===== src/rtl/demux1x4_buf_if.sv =====
// Handshake/data bundle for demux1x4_buf: one producer feeding four slot consumers.
interface demux1x4_buf_if #(
   parameter int N     = 32,
   parameter int CNT_W = 8
);
   logic             in_valid;
   logic             in_ready;
   logic [N-1:0]     Din;
   logic [1:0]       Ctrl;
   logic [3:0]       out_valid;
   logic [3:0]       out_ready;
   logic [N-1:0]     A;
   logic [N-1:0]     B;
   logic [N-1:0]     C;
   logic [N-1:0]     D;
   logic [4*CNT_W-1:0] sent_cnt;

   // Producer + consumers side (drives the word and the per-slot ready bits)
   modport master (
      output in_valid, Din, Ctrl, out_ready,
      input  in_ready, out_valid, A, B, C, D, sent_cnt
   );

   // Demultiplexer side
   modport slave (
      input  in_valid, Din, Ctrl, out_ready,
      output in_ready, out_valid, A, B, C, D, sent_cnt
   );
endinterface


===== src/rtl/demux1x4_buf.sv =====
// Registered 1-to-4 demultiplexer with valid/ready handshake. Each slot has a
// one-entry holding register so a stalled consumer only blocks its own slot.
// Each slot also counts delivered words in a wrapping CNT_W-bit counter.
module demux1x4_buf #(
   parameter int N     = 32,
   parameter int CNT_W = 8
) (
   input  logic          clk,
   input  logic          rst_n,
   demux1x4_buf_if.slave bus
);

   logic [3:0][N-1:0]     data;
   logic [3:0]            full;
   logic [3:0][CNT_W-1:0] cnt;
   logic                  ready;
   logic                  accept;
   logic [3:0]            load;
   logic [3:0]            consume;

   // Accept when the addressed slot is empty or is draining this same cycle
   always_comb begin
      ready   = ~full[bus.Ctrl] | bus.out_ready[bus.Ctrl];
      accept  = bus.in_valid & ready;
      load    = '0;
      if (accept) begin
         load[bus.Ctrl] = 1'b1;
      end
      consume = full & bus.out_ready;
   end

   // Slot registers and delivered-word counters; load wins over consume
   always_ff @(posedge clk) begin
      if (!rst_n) begin
         data <= '0;
         full <= '0;
         cnt  <= '0;
      end else begin
         for (int unsigned k = 0; k < 4; k++) begin
            if (load[k]) begin
               data[k] <= bus.Din;
               full[k] <= 1'b1;
            end else if (consume[k]) begin
               full[k] <= 1'b0;
            end
            if (consume[k]) begin
               cnt[k] <= cnt[k] + 1'b1;
            end
         end
      end
   end

   // Drive interface outputs straight from the registers
   always_comb begin
      bus.in_ready  = ready;
      bus.out_valid = full;
      bus.A         = data[0];
      bus.B         = data[1];
      bus.C         = data[2];
      bus.D         = data[3];
      bus.sent_cnt  = cnt;
   end

endmodule


===== src/flat_wrapper.sv =====
// flat-port wrapper written by rule: the top's interface ports become plain ports
module demux1x4_buf_flat 
#(
   parameter int N     = 32,
   parameter int CNT_W = 8
)
  (clk, rst_n, bus_in_valid, bus_Din, bus_Ctrl, bus_out_ready, bus_in_ready, bus_out_valid, bus_A, bus_B, bus_C, bus_D, bus_sent_cnt);
  demux1x4_buf_if #(.N(N), .CNT_W(CNT_W)) bus_i ();
  input  logic clk;
  input  logic rst_n;
  input wire logic [$bits(bus_i.in_valid)-1:0] bus_in_valid;
  input wire logic [$bits(bus_i.Din)-1:0] bus_Din;
  input wire logic [$bits(bus_i.Ctrl)-1:0] bus_Ctrl;
  input wire logic [$bits(bus_i.out_ready)-1:0] bus_out_ready;
  output wire logic [$bits(bus_i.in_ready)-1:0] bus_in_ready;
  output wire logic [$bits(bus_i.out_valid)-1:0] bus_out_valid;
  output wire logic [$bits(bus_i.A)-1:0] bus_A;
  output wire logic [$bits(bus_i.B)-1:0] bus_B;
  output wire logic [$bits(bus_i.C)-1:0] bus_C;
  output wire logic [$bits(bus_i.D)-1:0] bus_D;
  output wire logic [$bits(bus_i.sent_cnt)-1:0] bus_sent_cnt;
  assign bus_i.in_valid = bus_in_valid;
  assign bus_i.Din = bus_Din;
  assign bus_i.Ctrl = bus_Ctrl;
  assign bus_i.out_ready = bus_out_ready;
  assign bus_in_ready = bus_i.in_ready;
  assign bus_out_valid = bus_i.out_valid;
  assign bus_A = bus_i.A;
  assign bus_B = bus_i.B;
  assign bus_C = bus_i.C;
  assign bus_D = bus_i.D;
  assign bus_sent_cnt = bus_i.sent_cnt;
  demux1x4_buf #(.N(N), .CNT_W(CNT_W)) u_core (.clk(clk), .rst_n(rst_n), .bus(bus_i));
endmodule

===== config.mk =====
export PLATFORM = sky130hd
export DESIGN_NAME = demux1x4_buf_flat
export DESIGN_NICKNAME = d
export VERILOG_FILES = /design/src/rtl/demux1x4_buf_if.sv /design/src/rtl/demux1x4_buf.sv /design/src/flat_wrapper.sv
export SDC_FILE = /design/constraint.sdc
export NUM_CORES = 1
export LEC_CHECK = 0
export CORE_AREA = 2 2 124 126
export CTS_BUF_LIST = sky130_fd_sc_hd__clkbuf_4
export DETAILED_ROUTE_END_ITERATION = 10
export DIE_AREA = 0 0 126 128
export GPL_TIMING_DRIVEN = 1
export PLACE_DENSITY = 0.74
export SETUP_SLACK_MARGIN = 0.4
export SLEW_MARGIN = 25
export SYNTH_ARGS = -nofsm -noshare
export SYNTH_HDL_FRONTEND = slang
export SYNTH_SLANG_ARGS = --single-unit
export TNS_END_PERCENT = 10

===== constraint.sdc =====
create_clock -name clk -period 1.6 [get_ports clk]
set_input_delay 0.24 -clock clk [delete_from_list [all_inputs] [get_ports clk]]
set_output_delay 0.24 -clock clk [all_outputs]
set_load 0.03 [all_outputs]

==> impl_metrics.csv <==
group,metric,value,unit
run_status,status,"complete, but fails checks",
run_status,violations,"setup timing",
power_and_ir_drop,p_leak,3.834,nW
final_layout,areaGrowthSynthToFinish,64.00,%
final_layout,seqCellArea,3561,um^2
timing,finalSetupViolCount,1,
flow_run,cap_violations,0,
cts,path_clk_slew,0.14,ns
synth,ys_ff_latch,164,
timing,tightest_slew,0.8172,ns
worst_setup_path,arrival,1.69,ns
die,ios,206,
cts,cts.sinks,164,
die,core,14860,um^2
cts,htreeDepth,4,
die,die_h,128,um
synth,synth_warnings,0,
worst_setup_path,cp_cell_sequence,"nand2b_4 > mux4_2 > buf_6",
synth,seq_area_frac_synth,50.31,%
timing,drv_slew,0,
timing,worst_clock_skew,0.01467,ns
synth,syn_nets,821,
cts,cts_tree,"yes",
synth,yosys-top-cells-area,"dfxtp_1 50%, a21oi_1 11%, nand3_1 11%",
final_layout,nets,1032,
cts,postCtsHoldBufs,0,
grt,grt_usage,25.83,%
cts,cts_buffers,17,
final_layout,drive_gt1_share,59.00,%
final_layout,multi_input_area,3632,um^2
synth,synth_enable_flop_cells,0,
timing,period_needed,1.927,ns
synth,synth.distinct_cells,33,
synth,synth_top_flop_cell,"dfxtp_1",
synth,syn_avg_cell_area,8.410,um^2
synth,syn_inst,776,
placement,portBuffers,205,
worst_setup_path,cp-start-kind,"flop",
route,route.detailed.drc,0,
hold_path,hold_class,"in2reg",
final_layout,layout_commonest_cell,"buf_6",
timing,hold_ws,0.2981,ns
route,num_vias,6982,
route,post_drt_wl_per_cell,19.03,um
timing,timing.final.crit_share,120.4,%
grt,grt_pass1_wl,33240,um
power_and_ir_drop,ir_worst_vdd,0.4450,mV
worst_setup_path,cp_data_required_time,1.36,ns
worst_setup_path,slowest_delay,0.52,ns
worst_setup_path,cp-end-kind,"output pin",
final_layout,fillers,1084,
die,initial_utilization,43.91,%
placement,gp_congestion,0.7765,
timing,rsz0062_at_grt,"true",
grt,antenna_found_initial,1,
cts,clockRootBuffer,"clkbuf_4",
timing,setup_ws,-0.3266,ns
synth,async_flop_share,0,%
timing,slew_headroom,45.52,%
route,ant_nets,0,
route,first_iter_violations,670,
grt,gr-total-overflow,0,
synth,synth_area_leader_cell,"dfxtp_1",
route,vias_per_cell,5.872,
timing,hold_violations,0,
worst_setup_path,cp_slowest_cell,"mux4_2",
synth,syn_area,6526,um^2
cts,cts.path.max_buffers,2,
route,drt_pass1_iterations,5,
die,num_rows,45,
grt,grt_max_degree,65,
worst_setup_path,worst-setup-path-type,"reg2out",
cts,insertion_delay,0.57,ns
timing,fmax,0.5190,GHz
grt,grt_pass1_vias,6126,
final_layout,fin_util,72.00,%
worst_setup_path,cp.buffers_inverters,1,
worst_setup_path,worstPathMaxFanout,2,
placement,dp_hpwl,13800,um
worst_setup_path,crit_family,"multiplexers",
synth,synth_top_area_share,50.31,%
route,routed_wl,22630,um
die,die_w,126,um
power_and_ir_drop,p_per_area,759.3,nW/um^2
die,die_area,16130,um^2
final_layout,final_cell_mix,"169 x buf_6, 139 x nand3_1, 135 x dfxtp_2",
==> metal layers <==
metal / wire, um / share of wire, % / up-vias / GRT usage (%)
met5: 0 / 0 / - / 0
met2: 11120 / 49 / 309 / 40.92
met4: 496 / 2.2 / 0 / 9.502
met3: 1731 / 7.6 / 47 / 7.179
li1: - / - / 3247 / -
met1: 9280 / 41 / 3379 / 33.87
==> kinds of logic after synthesis <==
family	share of synthesized area, %
AOI/OAI and AO/OA	22.93
muxes	1.112
DFF	50.31
buffers and inverters	6.173
xor gates and xnor gates	1.074
and+or+nand+nor	17.64
adders and majority gates	0.7669
==> cell usage after synthesis (all sizes together), types with 3 or more instances <==
cell	count
nor2	8
dfxtp	164
o211ai	3
and2b	4
xor2	7
mux2i	5
nand4	5
nand3	144
clkbuf	36
inv	9
nand2	20
nand2b	12
or4	4
o31ai	7
a21oi	148
buf	38
or3	8
o21ai	136
nor4	4
ha	4
==> repair_timing <==
item	in CTS	in global routing
gates resized for setup	1022	536
endpoints found under the setup margin	205	314
pin swaps	0	155
buffers inserted	17	1
==> path summary, 6_finish.rpt <==
kind                                             start                                   end  slack, ns  cells after the start
hold reg to reg          u_core.bus.A[23]$_SDFFE_PN0P_         u_core.bus.A[23]$_SDFFE_PN0P_       0.47                      2
setup reg to reg  u_core.bus.out_valid[1]$_SDFFE_PN0P_  u_core.bus.sent_cnt[13]$_SDFFE_PN0P_       0.11                      4
hold / removal                             bus_Din[21]         u_core.bus.C[21]$_SDFFE_PN0P_       0.30                      3
setup / recovery  u_core.bus.out_valid[3]$_SDFFE_PN0P_                          bus_in_ready      -0.33                      3
==> state kept, by name (all words and copies together), names as in the netlist <==
| signal | cells |
|---|---|
| u_core.bus.sent_cnt | 32 |
| u_core.bus.B | 32 |
| u_core.bus.A | 32 |
| u_core.bus.C | 32 |
| u_core.bus.out_valid | 4 |
| u_core.bus.D | 32 |
==> through the flow <==
step	setup slack [ns]	power, mW	TNS [ns]	instance area (um^2)	cells
3_5_place_dp	-0.4072	5.425	-24.29	9059	1138
3_3_place_gp	-0.3520	5.416	-20.67	9059	1138
2_1_floorplan	0.1761	4.869	0	6639	776
5_1_grt	-0.3906	8.426	-0.4211	10700	1189
4_1_cts	-0.3746	8.014	-9.508	9812	1187
6_report	-0.3266	8.127	-0.3266	10700	1189
==> area by class of cell <==
cell class | instances | share of cell area, %
multi-input combinational | 529 | 33.94
sequential | 164 | 33.27
timing repair buffer | 266 | 27.48
tap | 188 | 2.198
clock inverter | 14 | 1.485
clock buffer | 18 | 1.263
inverter | 9 | 0.3390
antenna | 1 | 0.02338
==> report_power, final <==
group | internal, mW | switching (mW)
registers | 4.17 | 0.110
clock network | 1.09 | 1.48
logic | 0.531 | 0.737
==> worst reg2reg max path: cells and delay by family (launching register included) <==
kind / cells / cell delay (ns)
AOI/OAI and AO/OA: 1 / 0.14
buffers and inverters: 1 / 0.14
DFF: 1 / 0.39
and+or+nand+nor: 2 / 0.77
Note: power is estimated with default switching activity, not from simulation.
